[config.mk]
export PLATFORM = sky130hd
export DESIGN_NAME = hazard_ctrl_unit
export DESIGN_NICKNAME = d
export VERILOG_FILES = /design/src/rtl/hazard_pkg.sv /design/src/rtl/hazard_ctrl_unit_fwd_sel.sv /design/src/rtl/hazard_ctrl_unit.sv
export SDC_FILE = /design/constraint.sdc
export NUM_CORES = 1
export LEC_CHECK = 0
export BUFFER_PORTS_ARGS = -buffer_cell sky130_fd_sc_hd__buf_2
export CELL_PAD_IN_SITES_DETAIL_PLACEMENT = 0
export CELL_PAD_IN_SITES_GLOBAL_PLACEMENT = 1
export CORE_ASPECT_RATIO = 1.75
export CORE_MARGIN = 5
export CORE_UTILIZATION = 38
export CTS_CLUSTER_SIZE = 28
export DETAILED_ROUTE_END_ITERATION = 10
export PLACE_DENSITY_LB_ADDON = 0.08
export RECOVER_POWER = 25
export SYNTH_ARGS = -nofsm -noshare
export SYNTH_HDL_FRONTEND = slang
export SYNTH_SLANG_ARGS = --single-unit
[constraint.sdc]
create_clock -name i_clk -period 3.11 [get_ports i_clk]
set_clock_uncertainty 0.2 [all_clocks]
set_input_delay 0.311 -clock i_clk [delete_from_list [all_inputs] [get_ports i_clk]]
set_output_delay 0.311 -clock i_clk [all_outputs]
set_load 0.01 [all_outputs]
[src/rtl/hazard_pkg.sv]
// Shared types and defaults for the pipeline hazard controller.
package hazard_pkg;

  localparam int REG_AW_DEF = 5;
  localparam int HZ_CNT_W   = 3;

  typedef enum logic [1:0] {
    FWD_RF  = 2'b00,
    FWD_WB  = 2'b01,
    FWD_MEM = 2'b10
  } fwd_sel_e;

  typedef enum logic [1:0] {
    IDLE     = 2'b00,
    LU_STALL = 2'b01,
    MC_BUSY  = 2'b10,
    FLUSH    = 2'b11
  } hz_state_e;

endpackage

[src/rtl/hazard_ctrl_unit_fwd_sel.sv]
// Operand forwarding select for one EX source: the MEM producer beats WB.
module fwd_sel
  import hazard_pkg::*;
#(
  parameter int REG_AW = REG_AW_DEF
) (
  input  logic [REG_AW-1:0] src_addr,
  input  logic [REG_AW-1:0] mem_rd_addr,
  input  logic              mem_reg_wr,
  input  logic [REG_AW-1:0] wb_rd_addr,
  input  logic              wb_reg_wr,
  output logic [1:0]        sel
);

  logic mem_hit;
  logic wb_hit;

  // Register 0 is hardwired, so it can never be a forwarding source.
  assign mem_hit = mem_reg_wr && (src_addr != '0) && (src_addr == mem_rd_addr);
  assign wb_hit  = wb_reg_wr  && (src_addr != '0) && (src_addr == wb_rd_addr);

  // Youngest producer wins.
  always_comb begin
    sel = FWD_RF;
    if (mem_hit) begin
      sel = FWD_MEM;
    end else if (wb_hit) begin
      sel = FWD_WB;
    end
  end

endmodule

[src/rtl/hazard_ctrl_unit.sv]
// Hazard controller for a 5-stage pipeline: forwarding selects, load-use and
// multi-cycle stalls, post-branch flushes and a saturating stall counter.
module hazard_ctrl_unit
  import hazard_pkg::*;
#(
  parameter int REG_AW       = REG_AW_DEF,
  parameter int LOAD_LAT     = 1,
  parameter int FLUSH_CYCLES = 1,
  parameter int CNT_W        = 32
) (
  input  logic              i_clk,
  input  logic              i_rst_n,
  input  logic [REG_AW-1:0] i_id_rs1_addr,
  input  logic [REG_AW-1:0] i_id_rs2_addr,
  input  logic              i_id_rs1_used,
  input  logic              i_id_rs2_used,
  input  logic [REG_AW-1:0] i_ex_rs1_addr,
  input  logic [REG_AW-1:0] i_ex_rs2_addr,
  input  logic [REG_AW-1:0] i_ex_rd_addr,
  input  logic              i_ex_reg_wr,
  input  logic              i_ex_is_load,
  input  logic [REG_AW-1:0] i_mem_rd_addr,
  input  logic              i_mem_reg_wr,
  input  logic [REG_AW-1:0] i_wb_rd_addr,
  input  logic              i_wb_reg_wr,
  input  logic              i_br_tk,
  input  logic              i_mc_start,
  input  logic              i_mc_done,
  output logic [1:0]        o_fwd_a,
  output logic [1:0]        o_fwd_b,
  output logic              o_stall,
  output logic              o_bubble,
  output logic              o_flush,
  output logic [CNT_W-1:0]  o_stall_cnt
);

  // Counter reload values: the detection cycle itself is the first cycle.
  localparam logic [HZ_CNT_W-1:0] LU_RELOAD = HZ_CNT_W'(LOAD_LAT - 1);
  localparam logic [HZ_CNT_W-1:0] FL_RELOAD = HZ_CNT_W'(FLUSH_CYCLES - 1);

  hz_state_e           state_reg;
  hz_state_e           state_next;
  logic [HZ_CNT_W-1:0] cnt_reg;
  logic [HZ_CNT_W-1:0] cnt_next;
  logic [CNT_W-1:0]    stall_cnt_reg;
  logic                stall_c;
  logic                bubble_c;
  logic                flush_c;
  logic                lu_hz;

  logic [REG_AW-1:0] ex_src [2];
  logic [1:0]        fwd_raw [2];

  assign ex_src[0] = i_ex_rs1_addr;
  assign ex_src[1] = i_ex_rs2_addr;

  for (genvar gi = 0; gi < 2; gi++) begin : g_fwd
    fwd_sel #(.REG_AW(REG_AW)) u_fwd_sel (
      .src_addr    (ex_src[gi]),
      .mem_rd_addr (i_mem_rd_addr),
      .mem_reg_wr  (i_mem_reg_wr),
      .wb_rd_addr  (i_wb_rd_addr),
      .wb_reg_wr   (i_wb_reg_wr),
      .sel         (fwd_raw[gi])
    );
  end

  // A load in EX whose result is needed by the instruction in ID.
  assign lu_hz = i_ex_is_load && i_ex_reg_wr && (i_ex_rd_addr != '0) &&
                 ((i_id_rs1_used && (i_id_rs1_addr == i_ex_rd_addr)) ||
                  (i_id_rs2_used && (i_id_rs2_addr == i_ex_rd_addr)));

  // Next state and first-cycle outputs; the detection cycle is combinational.
  always_comb begin
    state_next = state_reg;
    cnt_next   = cnt_reg;
    stall_c    = 1'b0;
    bubble_c   = 1'b0;
    flush_c    = 1'b0;
    case (state_reg)
      IDLE: begin
        if (i_br_tk) begin
          flush_c = 1'b1;
          if (FLUSH_CYCLES > 1) begin
            state_next = FLUSH;
            cnt_next   = FL_RELOAD;
          end
        end else if (i_mc_start) begin
          stall_c = 1'b1;
          if (!i_mc_done) begin
            state_next = MC_BUSY;
          end
        end else if (lu_hz) begin
          stall_c  = 1'b1;
          bubble_c = 1'b1;
          if (LOAD_LAT > 1) begin
            state_next = LU_STALL;
            cnt_next   = LU_RELOAD;
          end
        end
      end
      LU_STALL: begin
        if (i_br_tk) begin
          // The branch squashes the stalled instruction, so flushing replaces stalling.
          flush_c = 1'b1;
          if (FLUSH_CYCLES > 1) begin
            state_next = FLUSH;
            cnt_next   = FL_RELOAD;
          end else begin
            state_next = IDLE;
            cnt_next   = '0;
          end
        end else begin
          stall_c  = 1'b1;
          bubble_c = 1'b1;
          cnt_next = cnt_reg - 1'b1;
          if (cnt_reg == HZ_CNT_W'(1)) begin
            state_next = IDLE;
          end
        end
      end
      MC_BUSY: begin
        // Branches and new starts cannot legally arrive here and are ignored.
        if (i_mc_done) begin
          state_next = IDLE;
        end else begin
          stall_c = 1'b1;
        end
      end
      FLUSH: begin
        flush_c = 1'b1;
        if (i_br_tk) begin
          cnt_next = FL_RELOAD;
        end else begin
          cnt_next = cnt_reg - 1'b1;
          if (cnt_reg == HZ_CNT_W'(1)) begin
            state_next = IDLE;
          end
        end
      end
      default: begin
        state_next = IDLE;
        cnt_next   = '0;
      end
    endcase
  end

  // FSM state and extension counter.
  always_ff @(posedge i_clk or negedge i_rst_n) begin
    if (!i_rst_n) begin
      state_reg <= IDLE;
      cnt_reg   <= '0;
    end else begin
      state_reg <= state_next;
      cnt_reg   <= cnt_next;
    end
  end

  // Saturating count of stalled cycles.
  always_ff @(posedge i_clk or negedge i_rst_n) begin
    if (!i_rst_n) begin
      stall_cnt_reg <= '0;
    end else if (stall_c && (stall_cnt_reg != '1)) begin
      stall_cnt_reg <= stall_cnt_reg + CNT_W'(1);
    end
  end

  // Combinational outputs are forced to idle while reset is held.
  assign o_fwd_a     = i_rst_n ? fwd_raw[0] : FWD_RF;
  assign o_fwd_b     = i_rst_n ? fwd_raw[1] : FWD_RF;
  assign o_stall     = stall_c  && i_rst_n;
  assign o_bubble    = bubble_c && i_rst_n;
  assign o_flush     = flush_c  && i_rst_n;
  assign o_stall_cnt = stall_cnt_reg;

endmodule

==> qor.csv <==
stage,metric,value,unit
clock_tree,Clock Latency Late Sink,0.29,ns
synth,mean post-synth cell area,10.4,um2
flow_run,max capacitance violation total,0,
timing,max_slew headroom,0.628,
clock_tree,postcts setup bufs,0,
timing,min cycle time layout,2.53,ns
synth,#FFs+latches synth,37,
worst_setup_path,CP Capture Type,output port,
grt,global route overflow,0,
power,Internal,0.822,mW
grt,initial antenna violation count,0,
synth,number of synthesized flops with an enable pin,0,
power,Switch Pwr,0.354,mW
timing,count of pins over their slew limit,0,
drt,DRT Pass-1 Iters,4,
power,Max IR drop VDD,0.243,mV
drt,Via density,5.17,
final_layout,area grow syn2layout,24.5,%
final_layout,FF+latch area,926,um2
power,clock power share,0.288,
grt,global-route usage over all layers,0.154,
final_layout,nets@finish,372,
timing,final period utilization,0.814,
die,starting density of the core,0.390,
hold_path,Hold Crit Class,primary input to flip-flop,
timing,fmax,395,MHz
worst_setup_path,"Arr. time, crit path",2.02,ns
die,Core Box Area,0.00618,mm2
power,Sequential Power Share,0.492,
worst_setup_path,Worst setup SP type,primary input,
power,Cell Pwr Density,391,mW/mm2
timing,setup_tns,0,ns
final_layout,FILL cells,629,
final_layout,footprint of the multi-input gates,0.00141,mm2
drt,ANT nets after route,0,
synth,sequential area share after synthesis,0.384,
placed_design,PortBufs,84,
timing,RSZ-0062 raised after global routing,no,
placed_design,RD Place Congestion,0.758,
clock_tree,clk buf depth,2,
synth,Synth Net Count,282,
drt,vias,2083,
clock_tree,"Gates resized, CTS repair",0,
clock_tree,H-tree levels,2,
clock_tree,clock sinks,37,
clock_tree,CTS tree,yes,
synth,Post-Syn Area,0.00241,mm2
grt,largest net degree at the start of global routing,22,
power,LEAKAGE,1.39,nW
die,die area,0.00811,mm2
clock_tree,CTS root buf,clkbuf_8,
worst_setup_path,required time worst endpoint,2.60,ns
clock_tree,Inserted Clock Buffers,5,
die,site row count,38,
grt,first-pass GRT wire length,10.0,mm
status,status,"complete, no violations",
final_layout,fin util,0.486,
synth,cell count after synthesis,233,
drt,Starting DRT DRC Count,47,
synth,YS warnings,0,
clock_tree,"Reg clk slew, reported paths",0.07,ns
synth,fraction of registers with async set/reset,1.00,
synth,synth unique cells,42,
power,Sw Share,0.301,
placed_design,dpl hpwl,4.98,mm
worst_setup_path,Setup CP Type,primary input to output port,
timing,Worst-Margin Slew,0.558,ns
power,Gate power share,0.220,
synth,Yosys top cell by area,dfrtp_1,
die,Ports,85,
drt,DRC viols,0,
timing,final setup vio count,0,
synth,"Top FF cell, synth",dfrtp_1,
final_layout,Diodes inserted,0,
die,Die Span Y,115,um
grt,vias in the first global route,2213,
drt,wire length per cell,15.3,um
drt,DRT Wirelength,6.16,mm
final_layout,fraction of layout cells with a size suffix above 1,0.353,
die,Die Wd,70.2,um
worst_setup_path,CP Max Fanout,21,
synth,post-synth top area share,0.384,
timing,final hold viol count,0,
synth,largest cells by area after synthesis,"dfrtp_1 (38%), xnor2_1 (17%), nand4_1 (4.9%), xor2_1 (4.7%), nand3_2 (4.1%)",
final_layout,max reg flops,32,
## worst paths after layout
path / startpoint / end / slack, ns / cells past startpoint
max in group asynchronous: i_rst_n / o_stall_cnt[25]$_DFFE_PN0P_ / 1.79 / 3
min in group asynchronous: i_rst_n / cnt_reg[1]$_DFFE_PN0P_ / 0.28 / 2
setup / recovery: i_rst_n / o_bubble / 0.58 / 5
hold / removal: i_mc_start / state_reg[1]$_DFFE_PN0P_ / 0.11 / 2
hold reg to reg: o_stall_cnt[27]$_DFFE_PN0P_ / o_stall_cnt[27]$_DFFE_PN0P_ / 0.29 / 1
setup reg to reg: o_stall_cnt[0]$_DFFE_PN0P_ / o_stall_cnt[1]$_DFFE_PN0P_ / 0.59 / 7
## Yosys cell counts (3+ instances only)
cell and number:
nand4_1 19, xor2_1 13, and3_1 10, nor4_1 7, nand3_2 10, nand2_1 10, or4_1 4, dfrtp_1 37
nor2_1 14, ha_1 3, xnor2_1 48, nor3_1 3, inv_1 5, and2_1 3, nand3_1 12
## kinds of logic after synthesis
kind of cell    after synthesis  share of synthesized area
compound gates               12                     0.0472
xor+xnor                     61                      0.221
fa+ha+maj                     3                     0.0156
buf+inv                      11                     0.0306
flops                        37                      0.384
mux                           2                    0.00881
simple gates                107                      0.293
## per-layer routing
layer | GRT usage | share of wire | vias to the layer above
met5 | 0 | 0 | -
met4 | 0.0524 | 0.014 | 0
met3 | 0.0330 | 0.056 | 8
met2 | 0.312 | 0.57 | 53
met1 | 0.149 | 0.36 | 1003
li1 | - | - | 1019
## stage by stage
step	cells	setup WS, ns	power, mW	instance area, um2	hold slack, ns
3_3_place_gp	395	0.559	0.850	2910	-0.0303
4_1_cts	403	0.558	1.20	3010	0.103
2_1_floorplan	233	0.803	0.719	2410	-0.185
5_1_grt	403	0.409	1.24	3000	0.111
3_5_place_dp	395	0.582	0.851	2910	-0.0339
6_report	403	0.579	1.18	3000	0.113
## cell type report
type,count,share of cell area
flip-flops and latches,37,0.308
repair buffers,89,0.153
multi-input cells,185,0.471
clock buffers,7,0.0287
inverters,5,0.00625
well taps,80,0.0333
## power groups by stage
stage          clock network, mW  registers, mW  logic [mW]
2_1_floorplan                  0          0.592       0.127
6_report                   0.338          0.579       0.259
4_1_cts                    0.354          0.580       0.264
5_1_grt                    0.366          0.585       0.285
3_3_place_gp                   0          0.589       0.262
3_5_place_dp                   0          0.589       0.262
## repair_timing
item / CTS / global route
hold buffers: 1 / 0
endpoints found under the setup margin: 0 / 0
endpoints found under the hold margin: 37 / 0
## critical path, cell delays in order
cell and delay [ns]:
dlygate4sd3_1 0.52, clkbuf_1 0.38, buf_4 0.36, nor4b_1 0.26, buf_2 0.18
## layout by cell type, fill, tap and decap left out, types with 2 or more instances in the layout
master,n
nand3b_1,2
ha_1,3
and2_1,3
nand3_2,10
or4_1,4
nand4_1,19
nand2_1,10
clkbuf_8,6
clkbuf_1,2
a32o_1,2
nor2_1,14
nor4_1,7
and4_1,2
inv_1,5
nor4_4,2
xnor2_1,48
buf_4,4
nor3_1,3
nand4_2,2
xor2_1,13
nand3_1,12
dfrtp_1,37
a21oi_1,2
buf_2,83
and3_1,10
o21ai_0,2
(Power assumes the default switching activity.)
